**src/rtl/counter_updown_t_pkg.sv**
```systemverilog
// Shared constants and helpers for the modulo-N up/down T-cell counter.
// Direction encodings and the terminal-value helper live here so that the top and the bench agree on them.
package counter_updown_t_pkg;

    localparam logic DIR_UP   = 1'b1;
    localparam logic DIR_DOWN = 1'b0;

    // Highest legal count for a given modulus; sized by the caller to WIDTH bits.
    function automatic int unsigned last_count(input int unsigned modulus);
        return modulus - 1;
    endfunction

endpackage

```
**src/rtl/counter_updown_t_if.sv**
```systemverilog
// Control and status bundle for counter_updown_t.
// The master drives en/up/load/load_value and observes count/tc/wrap/load_err.
// There is no valid/ready handshake. The counter samples its controls on every rising clock edge.
interface counter_updown_t_if #(
    parameter int WIDTH = 4
);
    logic             en;
    logic             up;
    logic             load;
    logic [WIDTH-1:0] load_value;
    logic [WIDTH-1:0] count;
    logic             tc;
    logic             wrap;
    logic             load_err;

    modport master (
        output en, up, load, load_value,
        input  count, tc, wrap, load_err
    );

    modport slave (
        input  en, up, load, load_value,
        output count, tc, wrap, load_err
    );
endinterface

```
**src/rtl/counter_updown_t_flipflop_t_sync_reset.sv**
```systemverilog
// T flip-flop cell with synchronous active-high reset.
// The cell toggles when t is 1 and holds when t is 0. q_inverse is always the complement of q.
module flipflop_t_sync_reset (
    input  logic t,
    input  logic clk,
    input  logic rst,
    output logic q,
    output logic q_inverse
);
    logic q_q;

    always_ff @(posedge clk) begin
        if (rst) begin
            q_q <= 1'b0;
        end else if (t) begin
            q_q <= ~q_q;
        end
    end

    assign q         = q_q;
    assign q_inverse = ~q_q;
endmodule

```
**src/rtl/counter_updown_t.sv**
```systemverilog
// Modulo-MODULUS up/down counter whose state is held in WIDTH T flip-flop cells.
// The next count is computed as a value, and each cell toggles exactly where that value differs from the current count.
module counter_updown_t
    import counter_updown_t_pkg::*;
#(
    parameter int WIDTH   = 4,
    parameter int MODULUS = 10
) (
    input  logic           clk,
    input  logic           rst,
    counter_updown_t_if.slave bus
);
    localparam logic [WIDTH-1:0] LAST = WIDTH'(last_count(MODULUS));

    logic [WIDTH-1:0] count_q;
    logic [WIDTH-1:0] count_qn;
    logic [WIDTH-1:0] count_d;
    logic [WIDTH-1:0] toggle;
    logic [WIDTH-1:0] dec;
    logic             is_zero;
    logic             is_last;
    logic             wrap_d, wrap_q;
    logic             load_err_d, load_err_q;

    assign is_zero = &count_qn;
    assign is_last = (count_q == LAST);
    assign dec     = count_q - WIDTH'(1);

    // Terminal values are detected by comparing against LAST, never by carry-out.
    // This stays correct when MODULUS equals 2**WIDTH.
    always_comb begin
        count_d    = count_q;
        wrap_d     = 1'b0;
        load_err_d = 1'b0;
        if (rst) begin
            count_d = '0;
        end else if (bus.load) begin
            if (bus.load_value > LAST) begin
                count_d    = LAST;
                load_err_d = 1'b1;
            end else begin
                count_d = bus.load_value;
            end
        end else if (bus.en) begin
            if (bus.up == DIR_UP) begin
                if (count_q >= LAST) begin
                    count_d = '0;
                    wrap_d  = is_last;
                end else begin
                    count_d = count_q + WIDTH'(1);
                end
            end else begin
                if (is_zero) begin
                    count_d = LAST;
                    wrap_d  = 1'b1;
                end else if (dec > LAST) begin
                    count_d = LAST;
                end else begin
                    count_d = dec;
                end
            end
        end
    end

    assign toggle = count_q ^ count_d;

    for (genvar i = 0; i < WIDTH; i++) begin : g_cell
        flipflop_t_sync_reset u_cell (
            .t         (toggle[i]),
            .clk       (clk),
            .rst       (rst),
            .q         (count_q[i]),
            .q_inverse (count_qn[i])
        );
    end

    always_ff @(posedge clk) begin
        if (rst) begin
            wrap_q     <= 1'b0;
            load_err_q <= 1'b0;
        end else begin
            wrap_q     <= wrap_d;
            load_err_q <= load_err_d;
        end
    end

    assign bus.count    = count_q;
    assign bus.tc       = bus.en & ~bus.load & ~rst &
                          ((bus.up == DIR_UP) ? is_last : is_zero);
    assign bus.wrap     = wrap_q;
    assign bus.load_err = load_err_q;
endmodule

```
**src/flat_wrapper.sv**
```systemverilog
// flat-port wrapper written by rule: the top's interface ports become plain ports
module counter_updown_t_flat import counter_updown_t_pkg::*;
#(
    parameter int WIDTH   = 4,
    parameter int MODULUS = 10
)
  (clk, rst, bus_en, bus_up, bus_load, bus_load_value, bus_count, bus_tc, bus_wrap, bus_load_err);
  counter_updown_t_if #(.WIDTH(WIDTH)) bus_i ();
  input  logic clk;
  input  logic rst;
  input wire logic [$bits(bus_i.en)-1:0] bus_en;
  input wire logic [$bits(bus_i.up)-1:0] bus_up;
  input wire logic [$bits(bus_i.load)-1:0] bus_load;
  input wire logic [$bits(bus_i.load_value)-1:0] bus_load_value;
  output wire logic [$bits(bus_i.count)-1:0] bus_count;
  output wire logic [$bits(bus_i.tc)-1:0] bus_tc;
  output wire logic [$bits(bus_i.wrap)-1:0] bus_wrap;
  output wire logic [$bits(bus_i.load_err)-1:0] bus_load_err;
  assign bus_i.en = bus_en;
  assign bus_i.up = bus_up;
  assign bus_i.load = bus_load;
  assign bus_i.load_value = bus_load_value;
  assign bus_count = bus_i.count;
  assign bus_tc = bus_i.tc;
  assign bus_wrap = bus_i.wrap;
  assign bus_load_err = bus_i.load_err;
  counter_updown_t #(.WIDTH(WIDTH), .MODULUS(MODULUS)) u_core (.clk(clk), .rst(rst), .bus(bus_i));
endmodule
```
**config.mk**
```make
export PLATFORM = sky130hd
export DESIGN_NAME = counter_updown_t_flat
export DESIGN_NICKNAME = d
export VERILOG_FILES = /design/src/rtl/counter_updown_t_pkg.sv /design/src/rtl/counter_updown_t_if.sv /design/src/rtl/counter_updown_t_flipflop_t_sync_reset.sv /design/src/rtl/counter_updown_t.sv /design/src/flat_wrapper.sv
export SDC_FILE = /design/constraint.sdc
export NUM_CORES = 1
export LEC_CHECK = 0
export ABC_AREA = 1
export BUFFER_PORTS_ARGS = -buffer_cell sky130_fd_sc_hd__buf_2
export CORE_MARGIN = 3
export CORE_UTILIZATION = 35
export CTS_CLUSTER_SIZE = 24
export DETAILED_ROUTE_END_ITERATION = 12
export HOLD_SLACK_MARGIN = 0.03
export PLACE_DENSITY = 0.57
export SYNTH_ARGS = -nofsm -noshare
export SYNTH_HDL_FRONTEND = slang
export SYNTH_SLANG_ARGS = --single-unit
```
**constraint.sdc**
```tcl
create_clock -name clk -period 2 [get_ports clk]
set_clock_uncertainty 0.1 [all_clocks]
set_input_delay 0.4 -clock clk [delete_from_list [all_inputs] [get_ports clk]]
set_output_delay 0.4 -clock clk [all_outputs]
set_load 0.01 [all_outputs]
```
==> results.sh <==
export IMPL_diodes=0
export IMPL_cp_max_fo=4
export IMPL_drt_iter0_markers=7
export IMPL_fin_setup_tns_ns=0
export IMPL_dr_wl_met3_um=56
export IMPL_nNetsFinal=116
export IMPL_ys_flop_type="dfxtp_1"
export IMPL_synth_cells=83
export IMPL_synth_net_count=96
export IMPL_numCtsBuffers=3
export IMPL_place_congestion=0.838
export IMPL_maxCapViolations=0
export IMPL_ios=16
export IMPL_grt_ovfl_total=0
export IMPL_combPwrFrac_pct=36.4
export IMPL_start_util_pct=38.9
export IMPL_track_usage_pct=15.8
export IMPL_path_clk_slew_ns=0.04
export IMPL_relSlewSlack_pct=83.9
export IMPL_p_leak_nw=0.358
export IMPL_die_w_um=45.0
export IMPL_hold_viol=0
export IMPL_pwr_share_clk_pct=29.1
export IMPL_synth_top_area_share_pct=22.6
export IMPL_antenna_found_initial=0
export IMPL_ant_nets=0
export IMPL_synth_edf_count=0
export IMPL_cp_num_buf_inv=2
export IMPL_core_area_um2=1370
export IMPL_cp_slowest_cell="dfxtp_1"
export IMPL_yosys_top_cells_area="dfxtp_1, nand2_1, ha_1, inv_1, nand3_1"
export IMPL_routed_via_density=4.91
export IMPL_cp_data_arrival_time_ns=1.42
export IMPL_p_sw_uw=134
export IMPL_period_minus_slack_ns=1.92
export IMPL_seq_area_frac_synth_pct=22.6
export IMPL_rows=13
export IMPL_place_inst=111
export IMPL_slew_violations=0
export IMPL_numClockSinks=6
export IMPL_crit_path_max_incr_delay_ns=0.33
export IMPL_port_buffers=15
export IMPL_htree_levels=1
export IMPL_grt_pass1_wl_um=2330
export IMPL_dieArea_um2=2020
export IMPL_synthTopCellsByCount="nand2_1, inv_1, nand3_1, dfxtp_1, nor2_1"
export IMPL_final_util_pct=49.0
export IMPL_post_dp_hpwl_um=1040
export IMPL_cp_start_kind="flip-flop"
export IMPL_swShare_pct=34.5
export IMPL_fp_dieH_um=45.0
export IMPL_yosysTopAreaCell="dfxtp_1"
export IMPL_synthDistinctLibCells=21
export IMPL_clk_latency_ns=0.24
export IMPL_critPathKind="flip-flop to output port"
export IMPL_p_int_uw=254
export IMPL_drc=0
export IMPL_wl_per_cell_um=10.8
export IMPL_p_seq_share_pct=34.5
export IMPL_required_ns=1.50
export IMPL_synthArstFlopShare_pct=0
export IMPL_hold_class="input pin to flip-flop"
export IMPL_worst_ir_drop_vdd_mv=0.377
export IMPL_cts_buffer_depth=2
export IMPL_cp_cell_sequence="buf_4, ha_2, a31oi_1, nor4_2, buf_2"
export IMPL_period_share_pct=95.8
export IMPL_syn_area_per_cell_um2=6.41
export IMPL_first_pass_iters=5
export IMPL_layout_drive_gt1_share_pct=35.6
export IMPL_cp_end_kind="output port"
export IMPL_grt_max_degree=8
export IMPL_outcome="completed"
export IMPL_m1WireLength_um=589
export IMPL_finalWirelength_um=1260
export IMPL_tightest_slew_ns=0.241
export IMPL_yosysMostFrequentCell="nand2_1"
export IMPL_ff2ff_setup_slack_ns=0.53
export IMPL_yosysWarnings=0
export IMPL_instances_no_fill=116
export IMPL_cts_tree="done"
export IMPL_power_density_nw_per_um2=579
export IMPL_cts_root_buffer="clkbuf_4"
export IMPL_syn2layout_area_growth_pct=25.9
export IMPL_rsz0062_at_grt="yes"
export IMPL_vias=569
export IMPL_top_layer_used="met3"
export IMPL_setup_violations=0
export IMPL_fmax_ghz=0.522
export IMPL_critPathTopFamily="flip-flops"
export IMPL_syn_area_um2=532
export IMPL_grt_pass1_vias=545
export IMPL_ys_ff_latch=6
export IMPL_wl_met2_um=611
==> what timing repair did <==
action | in CTS | in global routing
endpoints found under the setup margin | 1 | 1
buffers inserted | 0 | 2
hold buffers | 0 | 0
pin swaps | 1 | 0
resized for setup | 3 | 3
==> per-layer routing <==
layer / global-route usage [%] / vias to the layer above
met5: 0 / -
met4: 7.02 / 0
met3: 3.59 / 0
met2: 23.7 / 14
met1: 21.3 / 252
li1: - / 303
==> registers in the layout (all words and copies together), names as in the netlist <==
register	cells
u_core.g_cell.u_cell.q	4
u_core.bus.load_err	1
u_core.bus.wrap	1
==> power groups by stage <==
stage | Clock [mW] | Combinational, mW | Sequential, mW
3_5_place_dp | 0 | 0.128 | 0.135
2_1_floorplan | 0 | 0.0931 | 0.137
4_1_cts | 0.113 | 0.134 | 0.133
3_3_place_gp | 0 | 0.127 | 0.135
6_report | 0.113 | 0.141 | 0.134
5_1_grt | 0.121 | 0.162 | 0.134
==> per-stage QoR <==
step	power, mW	area, µm²	setup slack [ns]	hold WS, ns
after floorplan	0.230	532	0.177	0.439
after global placement	0.263	611	0.223	0.535
after detailed placement	0.263	611	0.192	0.532
after CTS	0.381	646	0.0184	0.304
after global routing	0.417	669	0.00196	0.314
final	0.387	669	0.0847	0.297
==> layout by cell type (no fill, tap or decap) <==
| cell | n |
|---|---|
| nand3_1 | 8 |
| a31oi_1 | 1 |
| o211ai_1 | 1 |
| nand2_1 | 18 |
| o21ai_0 | 4 |
| dfxtp_1 | 6 |
| ha_4 | 1 |
| nor2_1 | 6 |
| nand2_4 | 2 |
| a21oi_1 | 3 |
| nand2_2 | 1 |
| nor4_1 | 1 |
| ha_1 | 2 |
| nor4_2 | 1 |
| o21ai_2 | 1 |
| inv_2 | 4 |
| nor3_1 | 1 |
| buf_2 | 15 |
| clkbuf_4 | 3 |
| ha_2 | 1 |
| nor2_2 | 1 |
| a21oi_2 | 2 |
| inv_1 | 11 |
| buf_4 | 4 |
| o21ai_1 | 2 |
| a21o_1 | 1 |
==> worst paths after layout <==
check / from / end / cells past startpoint
max reg2reg: u_core.g_cell[0].u_cell.q$_SDFFE_PP0P_ / u_core.g_cell[0].u_cell.q$_SDFFE_PP0P_ / 12
max: u_core.g_cell[0].u_cell.q$_SDFFE_PP0P_ / bus_tc / 5
min reg2reg: u_core.g_cell[1].u_cell.q$_SDFFE_PP0P_ / u_core.g_cell[1].u_cell.q$_SDFFE_PP0P_ / 3
min: bus_load_value[1] / u_core.g_cell[1].u_cell.q$_SDFFE_PP0P_ / 3
==> cells by family after synthesis <==
kind of cell             after synthesis  synth area share [%]
flip-flops                             6                  22.6
buffers and inverters                 19                  16.2
adder cells (fa/ha/maj)                4                  9.41
AO/OA/AOI/OAI                         15                  17.4
AND/OR/NAND/NOR                       39                  34.4
==> tightest hold or removal path: cells and delay by family <==
family,cells,cell delay (ns)
AND/OR/NAND/NOR,2,0.13
buffers and inverters,1,0.08
==> cell type report <==
type / instances / area [µm²]
Inverter: 15 / 56.3
Fill cell: 151 / 697
Timing Repair Buffer: 19 / 105
Multi-Input combinational cell: 58 / 347
Sequential cell: 6 / 120
Tap cell: 15 / 18.8
Clock buffer: 3 / 22.5
Note: power is estimated with default switching activity, not from simulation.
